===== config.mk =====
export PLATFORM = sky130hd
export DESIGN_NAME = pipeline_controller
export DESIGN_NICKNAME = d
export VERILOG_FILES = /design/src/rtl/pipeline_controller.sv
export SDC_FILE = /design/constraint.sdc
export NUM_CORES = 1
export LEC_CHECK = 0
export BUFFER_PORTS_ARGS = -buffer_cell sky130_fd_sc_hd__clkbuf_2
export CORE_MARGIN = 2
export CORE_UTILIZATION = 45
export CTS_CLUSTER_SIZE = 24
export DETAILED_ROUTE_END_ITERATION = 10
export GPL_TIMING_DRIVEN = 0
export HOLD_SLACK_MARGIN = 0.1
export PLACE_DENSITY = 0.83
export SYNTH_ARGS = -nofsm -noshare
export SYNTH_HDL_FRONTEND = slang
export SYNTH_SLANG_ARGS = --single-unit

===== constraint.sdc =====
create_clock -name clk -period 2.3 [get_ports clk]
set_input_delay 0.115 -clock clk [delete_from_list [all_inputs] [get_ports clk]]
set_output_delay 0.115 -clock clk [all_outputs]
set_load 0.01 [all_outputs]

===== src/rtl/pipeline_controller.sv =====
// ID-stage decoder, ID/EX control register, stall/flush write enables and halt-drain FSM.
// Optional internal load-use hazard detection is enabled by defining PIPELINE_CONTROLLER_LOAD_USE_EN.
module pipeline_controller #(
  parameter int DRAIN_CYCLES = 3,
  parameter int RADDR_W      = 5
) (
  input  logic               clk,
  input  logic               reset_n,
  input  logic [6:0]         Opcode,
  input  logic               InstValid,
  input  logic [RADDR_W-1:0] Rs1,
  input  logic [RADDR_W-1:0] Rs2,
  input  logic [RADDR_W-1:0] Rd,
  input  logic               StallIn,
  input  logic               Flush,
  output logic               PCWriteEn,
  output logic               IFIDWriteEn,
  output logic               ExALUSrc,
  output logic               ExMemtoReg,
  output logic               ExRegWrite,
  output logic               ExMemRead,
  output logic               ExMemWrite,
  output logic               ExBranch,
  output logic               ExJump,
  output logic               ExJumpReg,
  output logic [1:0]         ExALUOp,
  output logic [RADDR_W-1:0] ExRd,
  output logic               ExValid,
  output logic               IllegalOp,
  output logic               Halted
);

  localparam logic [6:0] OP_R    = 7'b0110011;
  localparam logic [6:0] OP_I    = 7'b0010011;
  localparam logic [6:0] OP_LW   = 7'b0000011;
  localparam logic [6:0] OP_SW   = 7'b0100011;
  localparam logic [6:0] OP_BR   = 7'b1100011;
  localparam logic [6:0] OP_JAL  = 7'b1101111;
  localparam logic [6:0] OP_JALR = 7'b1100111;
  localparam logic [6:0] OP_HALT = 7'b1111111;

  localparam logic [3:0] DRAIN_LOAD = 4'(DRAIN_CYCLES - 1);

  typedef enum logic [1:0] {
    ST_RUN    = 2'd0,
    ST_DRAIN  = 2'd1,
    ST_HALTED = 2'd2
  } state_t;

  typedef struct packed {
    logic       alu_src;
    logic       mem_to_reg;
    logic       reg_write;
    logic       mem_read;
    logic       mem_write;
    logic       branch;
    logic       jump;
    logic       jump_reg;
    logic [1:0] alu_op;
  } ctrl_t;

  state_t             state, state_next;
  logic [3:0]         count, count_next;
  ctrl_t              dec_ctrl, ex_ctrl, ex_ctrl_next;
  logic               dec_legal, dec_halt, dec_rs2_used;
  logic [RADDR_W-1:0] ex_rd, ex_rd_next;
  logic               ex_valid, ex_valid_next;
  logic               illegal, illegal_next;
  logic               halted;
  logic               hazard, stall, advance, write_en;

  always_comb begin
    // NOTE: every signal driven here gets a default first; a path that left one unassigned would infer a latch.
    dec_ctrl     = '0;
    dec_legal    = 1'b1;
    dec_halt     = 1'b0;
    dec_rs2_used = 1'b0;
    case (Opcode)
      OP_R: begin
        dec_ctrl.reg_write = 1'b1;
        dec_ctrl.alu_op    = 2'b10;
        dec_rs2_used       = 1'b1;
      end
      OP_I: begin
        dec_ctrl.alu_src   = 1'b1;
        dec_ctrl.reg_write = 1'b1;
        dec_ctrl.alu_op    = 2'b10;
      end
      OP_LW: begin
        dec_ctrl.alu_src    = 1'b1;
        dec_ctrl.mem_to_reg = 1'b1;
        dec_ctrl.reg_write  = 1'b1;
        dec_ctrl.mem_read   = 1'b1;
      end
      OP_SW: begin
        dec_ctrl.alu_src   = 1'b1;
        dec_ctrl.mem_write = 1'b1;
        dec_rs2_used       = 1'b1;
      end
      OP_BR: begin
        dec_ctrl.branch = 1'b1;
        dec_ctrl.alu_op = 2'b01;
        dec_rs2_used    = 1'b1;
      end
      OP_JAL: begin
        dec_ctrl.reg_write = 1'b1;
        dec_ctrl.jump      = 1'b1;
      end
      OP_JALR: begin
        dec_ctrl.alu_src   = 1'b1;
        dec_ctrl.reg_write = 1'b1;
        dec_ctrl.jump      = 1'b1;
        dec_ctrl.jump_reg  = 1'b1;
        dec_ctrl.alu_op    = 2'b11;
      end
      OP_HALT: dec_halt  = 1'b1;
      default: dec_legal = 1'b0;
    endcase
  end

`ifdef PIPELINE_CONTROLLER_LOAD_USE_EN
  // A load in EX whose destination feeds the ID instruction holds ID for one cycle.
  logic rs1_hit, rs2_hit;
  assign rs1_hit = (Opcode != OP_JAL) && (ex_rd == Rs1);
  assign rs2_hit = dec_rs2_used && (ex_rd == Rs2);
  assign hazard  = ex_valid && ex_ctrl.mem_read && (ex_rd != '0) && InstValid
                   && (rs1_hit || rs2_hit);
`else
  logic unused_rs;
  assign unused_rs = ^{Rs1, Rs2, dec_rs2_used};
  assign hazard    = 1'b0;
`endif

  assign stall   = StallIn || hazard;
  assign advance = (state == ST_RUN) && InstValid && !stall && !Flush;

  always_comb begin
    state_next = state;
    count_next = count;
    write_en   = 1'b1;
    case (state)
      ST_RUN: begin
        write_en = !stall || Flush;
        if (advance && dec_halt) begin
          state_next = ST_DRAIN;
          count_next = DRAIN_LOAD;
        end
      end
      ST_DRAIN: begin
        // A flush here means the HALT was fetched down a mispredicted path.
        if (Flush) begin
          state_next = ST_RUN;
          count_next = '0;
        end else begin
          write_en = 1'b0;
          if (count == '0) state_next = ST_HALTED;
          else             count_next = count - 4'd1;
        end
      end
      ST_HALTED: write_en = 1'b0;
      default: begin
        state_next = ST_RUN;
        count_next = '0;
      end
    endcase
    // While reset is held the core still tracks the external stall only.
    if (!reset_n) write_en = !StallIn;
  end

  assign PCWriteEn   = write_en;
  assign IFIDWriteEn = write_en;

  always_comb begin
    ex_ctrl_next  = '0;
    ex_rd_next    = '0;
    ex_valid_next = 1'b0;
    if (advance && dec_legal && !dec_halt) begin
      ex_ctrl_next  = dec_ctrl;
      ex_rd_next    = Rd;
      ex_valid_next = 1'b1;
    end
  end

  assign illegal_next = advance && !dec_legal;

  // NOTE: sequential state uses non-blocking assignments so every flop samples pre-edge values.
  always_ff @(posedge clk or negedge reset_n) begin
    if (!reset_n) begin
      state    <= ST_RUN;
      count    <= '0;
      ex_ctrl  <= '0;
      ex_rd    <= '0;
      ex_valid <= 1'b0;
      illegal  <= 1'b0;
      halted   <= 1'b0;
    end else begin
      state    <= state_next;
      count    <= count_next;
      ex_ctrl  <= ex_ctrl_next;
      ex_rd    <= ex_rd_next;
      ex_valid <= ex_valid_next;
      illegal  <= illegal_next;
      halted   <= (state_next == ST_HALTED);
    end
  end

  assign ExALUSrc   = ex_ctrl.alu_src;
  assign ExMemtoReg = ex_ctrl.mem_to_reg;
  assign ExRegWrite = ex_ctrl.reg_write;
  assign ExMemRead  = ex_ctrl.mem_read;
  assign ExMemWrite = ex_ctrl.mem_write;
  assign ExBranch   = ex_ctrl.branch;
  assign ExJump     = ex_ctrl.jump;
  assign ExJumpReg  = ex_ctrl.jump_reg;
  assign ExALUOp    = ex_ctrl.alu_op;
  assign ExRd       = ex_rd;
  assign ExValid    = ex_valid;
  assign IllegalOp  = illegal;
  assign Halted     = halted;

endmodule


Word-level counts from Yosys, hierarchy flattened

Cells that the tools add are included.

Register bits: 24
Output and inout port bits: 20
Logic and storage cells: 74

Add/subtract/negate cells: 1
Equal/unequal tests: 13
Multiplexer cells: 24
Bitwise gates (word level): 1
Reductions and logical operators: 20

Operator list:

| kind                | number |
|---|---|
| $eq 7x7->1 const B  | 4 |
| $eq 7x6->1 const B  | 2 |
| $mux 1              | 12 |
| $mux 4              | 3 |
| $pmux 2 s3          | 2 |
| $pmux 4 s3          | 1 |
| $mux 10             | 1 |
| $reduce_or 8->1     | 1 |
| $eq 7x2->1 const B  | 1 |
| $eq 7x5->1 const B  | 1 |
| $logic_and 1x1->1   | 7 |
| $mux 2              | 3 |
| $mux 5              | 1 |
| $reduce_or 5->1     | 1 |
| $eq 2x2->1 const B  | 2 |
| $logic_not 1->1     | 4 |
| $logic_not 4->1     | 1 |
| $reduce_or 2->1     | 2 |
| $reduce_or 4->1     | 1 |
| $sub 4x1->4 const B | 1 |
| $ne 3x3->1 const B  | 1 |
| $pmux 1 s3          | 1 |
| $reduce_and 3->1    | 1 |
| $eq 2x1->1 const B  | 1 |
| 4 further kinds     | 4 |

Longest topological paths before layout

Gate-level depths: netlist of the first run.

Word-level depth: 8
Depth in mapped cells: 6
Gate-level depth less buffers: 6

Least setup slack after synthesis of the first run

OpenSTA, ideal clock, no wires.

Path kind: register -> register
Start: register count[0]
End: register count[2]
Setup time: 0.126 ns
Arrival time: 1.536 ns
Required time: 2.174 ns
Setup slack: 0.638 ns
Stages on the path, launching flop included: 7
Path buffers: 0
Cell sequence: dfrtp_1 -> inv_1 -> ha_1 -> or3b_2 -> o22ai_1 -> o21ai_0 -> o2bb2ai_1

Word-level cells in the longest chain between the ends: 4

RTL lines:

| item                   | RTL line | text |
|---|---|---|
| start, declared        | 63       | `logic [3:0] count, count_next;` |
| start signal, assigned | 198      | `count <= count_next;` |
| $sub 4x1->4            | 157      | `else count_next = count - 4'd1;` |
| $mux 4                 | 156      | `if (count == '0) state_next = ST_HALTED;` |
| $mux 4                 | 151      | `if (Flush) begin` |
| $pmux 4 s3             | 141      | `case (state)` |

Parallel ways exist; a longest one is shown, timed or not. The select of a mux whose other input is x is not followed.
A chain may end at the register's enable or synchronous reset.

==> results.sh, run 1 <==
export IMPL_outcome="complete, no violations"
export IMPL_yosys_area_share_xor_xnor=0
export IMPL_routed_wl_mm=2.20
export IMPL_vias=910
export IMPL_hold_start="Opcode[3]"
export IMPL_seqPwrFrac=0.608
export IMPL_synth_top_family_by_area="simple AND/OR/NAND/NOR gates"
export IMPL_maxCapViolCount=0
export IMPL_clock_power_share=0.286
export IMPL_ioPinCount=47
export IMPL_clk_latency_ps=320
export IMPL_critical_path_cell_chain="buf_2 -> nor4_2 -> nand2_2 -> nor4_1 -> dlygate4sd3_1"
export IMPL_fin_crit_sh=0.880
export IMPL_holdPathStages=3
export IMPL_min_period_ps=2020
export IMPL_gp_congestion=0.807
export IMPL_grt_ovfl_total=0
export IMPL_synthMuxAreaShare=0
export IMPL_cp_arrival_ps=2280
export IMPL_n_fill_cell=194
export IMPL_grt_pass1_wl_mm=3.50
export IMPL_dr_pass1_iters=4
export IMPL_die_w_um=52.4
export IMPL_fin_util=0.633
export IMPL_worstMarginPinSlew_ps=597
export IMPL_ys_ff_latch=23
export IMPL_synth_area_per_cell_um2=10.6
export IMPL_cts_sinks=23
export IMPL_dieArea_um2=2740
export IMPL_clk_pin_slew_worst_paths_ps=120
export IMPL_syn_to_final_growth_pct=32.9
export IMPL_slowest_stage="dlygate4sd3_1"
export IMPL_fin_skew_ps=6.29
export IMPL_setup_worst_path_start_class="flip-flop"
export IMPL_synth_fa_ha_area_frac=0.0238
export IMPL_antenna_found_initial=0
export IMPL_drc=0
export IMPL_grt_pass1_vias=850
export IMPL_synth_compound_area_frac=0.141
export IMPL_rsz0062_at_grt="false"
export IMPL_synth_cell_types=35
export IMPL_critical_path_required_ps=2560
export IMPL_p_comb_frac=0.105
export IMPL_max_vdd_ir_drop_mv=0.395
export IMPL_synthesis_area_um2=1050
export IMPL_drt_iter0_drc=19
export IMPL_ant_nets=0
export IMPL_r2r_start="state[0]"
export IMPL_maxSlewViolCount=0
export IMPL_cts_tree="yes"
export IMPL_yosysSeqAreaShare=0.546
export IMPL_worstRegToRegCells=5
export IMPL_crit_type="flip-flop to flip-flop"
export IMPL_initial_utilization=0.476
export IMPL_cts_root_buf="clkbuf_4"
export IMPL_p_leak_nw=0.701
export IMPL_yosys_warnings=0
export IMPL_rows=17
export IMPL_crit_fanout=10
export IMPL_final_common_cell="clkbuf_2"
export IMPL_die_h_um=52.4
export IMPL_synthCells=99
export IMPL_cpPeakStageDelay_ps=590
export IMPL_cp_end_kind="flip-flop"
export IMPL_power_density_nw_per_um2=481
export IMPL_most_common_layout_cells="clkbuf_2, dfrtp_1, dlygate4sd3_1"
export IMPL_r2r_setup_slack_ps=280
export IMPL_slew_headroom=0.602
export IMPL_yosys_area_share_simple=0.226
export IMPL_setup_violations_final=0
export IMPL_cts_inserted_buffers=3
export IMPL_syn_nets=128
export IMPL_postPlaceCellArea_um2=1260
export IMPL_place_hpwl_mm=1.61
export IMPL_worst_r2r_endpoint="ExMemRead"
export IMPL_htreeDepth=1
export IMPL_nets=178
export IMPL_hold_viol_final=0
export IMPL_whs_ps=123
export IMPL_viasPerCell=5.17
export IMPL_core_um2=2210
export IMPL_tns_ps=0
export IMPL_wl_per_cell_um=12.5
export IMPL_drive_gt1_frac=0.365
export IMPL_hold_class="input port to flip-flop"
export IMPL_clockBufferDepth=2
export IMPL_intPower_mw=0.507
export IMPL_hold_path_endpoint="ExMemWrite"
export IMPL_diodes=0
export IMPL_track_usage=0.173
export IMPL_clock_fmax_mhz=494
export IMPL_p_switching_mw=0.166
export IMPL_grt_max_degree=27
export IMPL_fin_ws_ps=275
export IMPL_finalInstanceArea_um2=1400
export IMPL_port_buffers=35
export IMPL_place_ws_ps=424
export IMPL_sw_frac_of_total=0.247
==> sequential cells by signal, indices dropped and copies added (netlist names), 2 cells and up <==
| signal | flops |
|---|---|
| state | 2 |
| ExALUOp | 2 |
| ExRd | 5 |
| count | 4 |
==> area by class of cell <==
type / count / area (um2) / share of cell area
inverters: 6 / 22.5 / 0.0161
clock inverters: 1 / 7.51 / 0.00536
flip-flops and latches: 23 / 576 / 0.411
multi-input cells: 63 / 418 / 0.298
repair buffers: 45 / 275 / 0.197
clock buffers: 3 / 22.5 / 0.0161
well taps: 28 / 35.0 / 0.0250
plain buffers: 7 / 43.8 / 0.0313
==> cell families (layout without fill, tap and decap cells) <==
family / count (synthesis) / in the layout
simple gates: 42 / 42
fa+ha+maj: 2 / 2
compound gates: 19 / 19
flops: 23 / 23
buf+inv: 13 / 62
==> critical path: cells and delay by family (launching register included) <==
kind	cells	cell delay, ps
simple gates	3	840
flops	1	380
buf+inv	2	750
==> per-layer routing <==
| metal | GRT usage | vias to the layer above | part of all wire |
|---|---|---|---|
| met5 | 0 | - | 0 |
| li1 | - | 450 | - |
| met1 | 0.196 | 423 | 0.39 |
| met4 | 0.0684 | 0 | 0.010 |
| met3 | 0.0171 | 2 | 0.049 |
| met2 | 0.327 | 35 | 0.55 |
==> timing repair <==
item,4_1_cts,5_1_grt
setup endpoints to repair,0,1
endpoints found under the hold margin,33,0
hold buffers,10,0
buffers inserted,0,0
gates resized for setup,0,1
==> synthesized netlist by cell type (all sizes together) <==
cell / number / area, um2
nand4: 1 / 6.26
or3b: 2 / 17.5
or3: 1 / 6.26
and4: 1 / 8.76
buf: 5 / 36.3
o21ai: 5 / 25.0
nor3b: 1 / 7.51
nor4: 4 / 25.0
a211o: 1 / 8.76
nand2: 10 / 40.0
nand2b: 1 / 6.26
a21bo: 1 / 10.0
inv: 6 / 22.5
a2bb2oi: 1 / 8.76
nor2: 3 / 11.3
nand3: 5 / 25.0
a221oi: 2 / 35.0
dfrtp: 23 / 576
o2bb2ai: 1 / 8.76
ha: 2 / 25.0
a211oi: 1 / 7.51
or4: 1 / 11.3
nor3: 5 / 25.0
o22ai: 2 / 12.5
clkbuf: 2 / 7.51
and3: 2 / 13.8
a21oi: 3 / 15.0
and2: 5 / 33.8
o221ai: 2 / 17.5
==> power groups by stage <==
stage	Sequential [mW]	Combinational, mW	Clock (mW)
2_1_floorplan	0.417	0.0275	0
3_3_place_gp	0.417	0.0554	0
3_5_place_dp	0.418	0.0583	0
4_1_cts	0.410	0.0706	0.198
5_1_grt	0.410	0.0807	0.209
6_report	0.410	0.0710	0.193
==> per-stage QoR <==
stage	power, mW	std cells
finish	0.674	176
global route	0.700	176
CTS	0.678	176
detailed placement	0.476	162
global placement	0.473	162
floorplan	0.445	99
==> worst max path at each step <==
stage          startpoint   endpoint  slack, ps  depth (start not counted)
5_1_grt          state[1]  ExMemRead        140                          5
6_report         state[0]  ExMemRead        280                          5
2_1_floorplan    count[0]   count[2]        640                          6
4_1_cts          state[1]  ExMemRead        130                          5
3_3_place_gp     count[0]   count[1]        480                          6
3_5_place_dp     count[0]   count[2]        420                          6
Note: power is estimated with default switching activity, not from simulation.
==> inputs of run 2 (changes only) <==
--- a/config.mk
+++ b/config.mk
@@ -6,7 +6,7 @@
 export NUM_CORES = 1
 export LEC_CHECK = 0
 export BUFFER_PORTS_ARGS = -buffer_cell sky130_fd_sc_hd__clkbuf_2
-export CORE_MARGIN = 2
+export CORE_MARGIN = 3
 export CORE_UTILIZATION = 45
 export CTS_CLUSTER_SIZE = 24
 export DETAILED_ROUTE_END_ITERATION = 10
==> run 2 against run 1 <==
  * Critical path type unchanged
  * Hold slack better by 6.0 ps
  * Register-to-register slack worse by 40 ps
  * Final cell count down 0.57%
  * Largest power group unchanged
==> results.sh, run 2 (synthesis results as in run 1) <==
export IMPL_ioPinCount=47
export IMPL_hold_viol_final=0
export IMPL_maxCapViolCount=0
export IMPL_clk_pin_slew_worst_paths_ps=120
export IMPL_cts_root_buf="clkbuf_4"
export IMPL_fin_util=0.671
export IMPL_clock_power_share=0.269
export IMPL_setup_violations_final=0
export IMPL_nets=178
export IMPL_max_vdd_ir_drop_mv=0.400
export IMPL_initial_utilization=0.506
export IMPL_p_comb_frac=0.108
export IMPL_vias=906
export IMPL_hold_class="input port to flip-flop"
export IMPL_most_common_layout_cells="clkbuf_2, dfrtp_1, dlygate4sd3_1"
export IMPL_cp_end_kind="flip-flop"
export IMPL_crit_type="flip-flop to flip-flop"
export IMPL_diodes=0
export IMPL_dieArea_um2=2960
export IMPL_min_period_ps=2060
export IMPL_fin_crit_sh=0.897
export IMPL_crit_fanout=10
export IMPL_drive_gt1_frac=0.365
export IMPL_clock_fmax_mhz=485
export IMPL_outcome="complete, no violations"
export IMPL_die_w_um=54.4
export IMPL_cts_sinks=23
export IMPL_worstMarginPinSlew_ps=602
export IMPL_rows=16
export IMPL_grt_max_degree=27
export IMPL_dr_pass1_iters=5
export IMPL_seqPwrFrac=0.623
export IMPL_core_um2=2080
export IMPL_grt_ovfl_total=0
export IMPL_final_common_cell="clkbuf_2"
export IMPL_maxSlewViolCount=0
export IMPL_port_buffers=35
export IMPL_fin_skew_ps=6.86
export IMPL_n_fill_cell=174
export IMPL_drt_iter0_drc=16
export IMPL_viasPerCell=5.18
export IMPL_critical_path_required_ps=2550
export IMPL_rsz0062_at_grt="false"
export IMPL_htreeDepth=1
export IMPL_power_density_nw_per_um2=471
export IMPL_grt_pass1_vias=896
export IMPL_setup_worst_path_start_class="flip-flop"
export IMPL_cp_arrival_ps=2310
export IMPL_postCtsSetupRepairBufs=0
export IMPL_antenna_found_initial=0
export IMPL_sw_frac_of_total=0.231
export IMPL_power_mw=0.658
export IMPL_die_h_um=54.4
export IMPL_place_hpwl_mm=1.64
export IMPL_ant_nets=0
export IMPL_slew_headroom=0.598
export IMPL_clk_latency_ps=300
export IMPL_intPower_mw=0.506
export IMPL_drc=0
export IMPL_cts_inserted_buffers=3
export IMPL_p_switching_mw=0.152
export IMPL_track_usage=0.176
export IMPL_p_leak_nw=0.705
export IMPL_gp_congestion=0.795
export IMPL_syn_to_final_growth_pct=32.5
export IMPL_grt_pass1_wl_mm=3.69
export IMPL_cts_tree="yes"
export IMPL_largest_reg_flops=5
export IMPL_routed_wl_mm=2.30
export IMPL_clockBufferDepth=2
export IMPL_wl_per_cell_um=13.1
export IMPL_tns_ps=0
-- run 2: worst paths after layout --
| check | startpoint | endpoint | slack (ps) | depth (start not counted) |
|---|---|---|---|---|
| min in group asynchronous | reset_n | count[3] | 330 | 2 |
| hold reg to reg | count[3] | count[3] | 590 | 2 |
| setup / recovery | state[1] | ExMemRead | 240 | 5 |
| max in group asynchronous | reset_n | ExRd[3] | 1570 | 2 |
| setup reg to reg | state[1] | ExMemRead | 240 | 5 |
| hold / removal | Opcode[3] | ExMemWrite | 130 | 3 |
-- run 2: routing by layer --
| metal | global-route usage | up-vias | wire length [um] |
|---|---|---|---|
| met3 | 0.0245 | 4 | 108 |
| met2 | 0.347 | 31 | 1290 |
| met5 | 0 | - | 0 |
| met1 | 0.187 | 421 | 872 |
| li1 | - | 450 | - |
| met4 | 0.0622 | 0 | 27 |
-- run 2: area by class of cell --
type                       instances  area [um2]  share of cell area
sequential                        23         576               0.412
clock buffer                       3        22.5              0.0161
inverter                           6        22.5              0.0161
timing repair buffer              45         275               0.197
tap                               27        33.8              0.0242
multi-input combinational         63         418               0.299
clock inverter                     1        5.00             0.00358
buffer                             7        43.8              0.0314
-- run 2: power groups by stage --
stage	sequential [mW]	clock [mW]	combinational [mW]
2_1_floorplan	0.417	0	0.0275
3_3_place_gp	0.417	0	0.0556
3_5_place_dp	0.418	0	0.0586
4_1_cts	0.410	0.187	0.0706
5_1_grt	0.411	0.203	0.0794
6_report	0.410	0.177	0.0713
-- run 2: through the flow --
step	cell area [um2]	instances	setup slack, ps	hold WS (ps)
final	1400	175	238	129
after global routing	1400	175	112	119
after CTS	1390	175	149	119
after detailed placement	1260	161	437	152
after global placement	1260	161	491	139
after floorplan	1050	99	638	-181
-- run 2: timing repair --
item	in CTS	in global routing
hold buffers	10	0
endpoints found under the setup margin	0	1
gates resized for setup	0	1
hold endpoints to repair	32	0
-- run 2: critical path: stages, from the launching register on --
cell           delay [ps]
dfrtp_1               390
clkbuf_1              190
nor4_2                360
nand2_2               220
nor4_1                280
dlygate4sd3_1         580
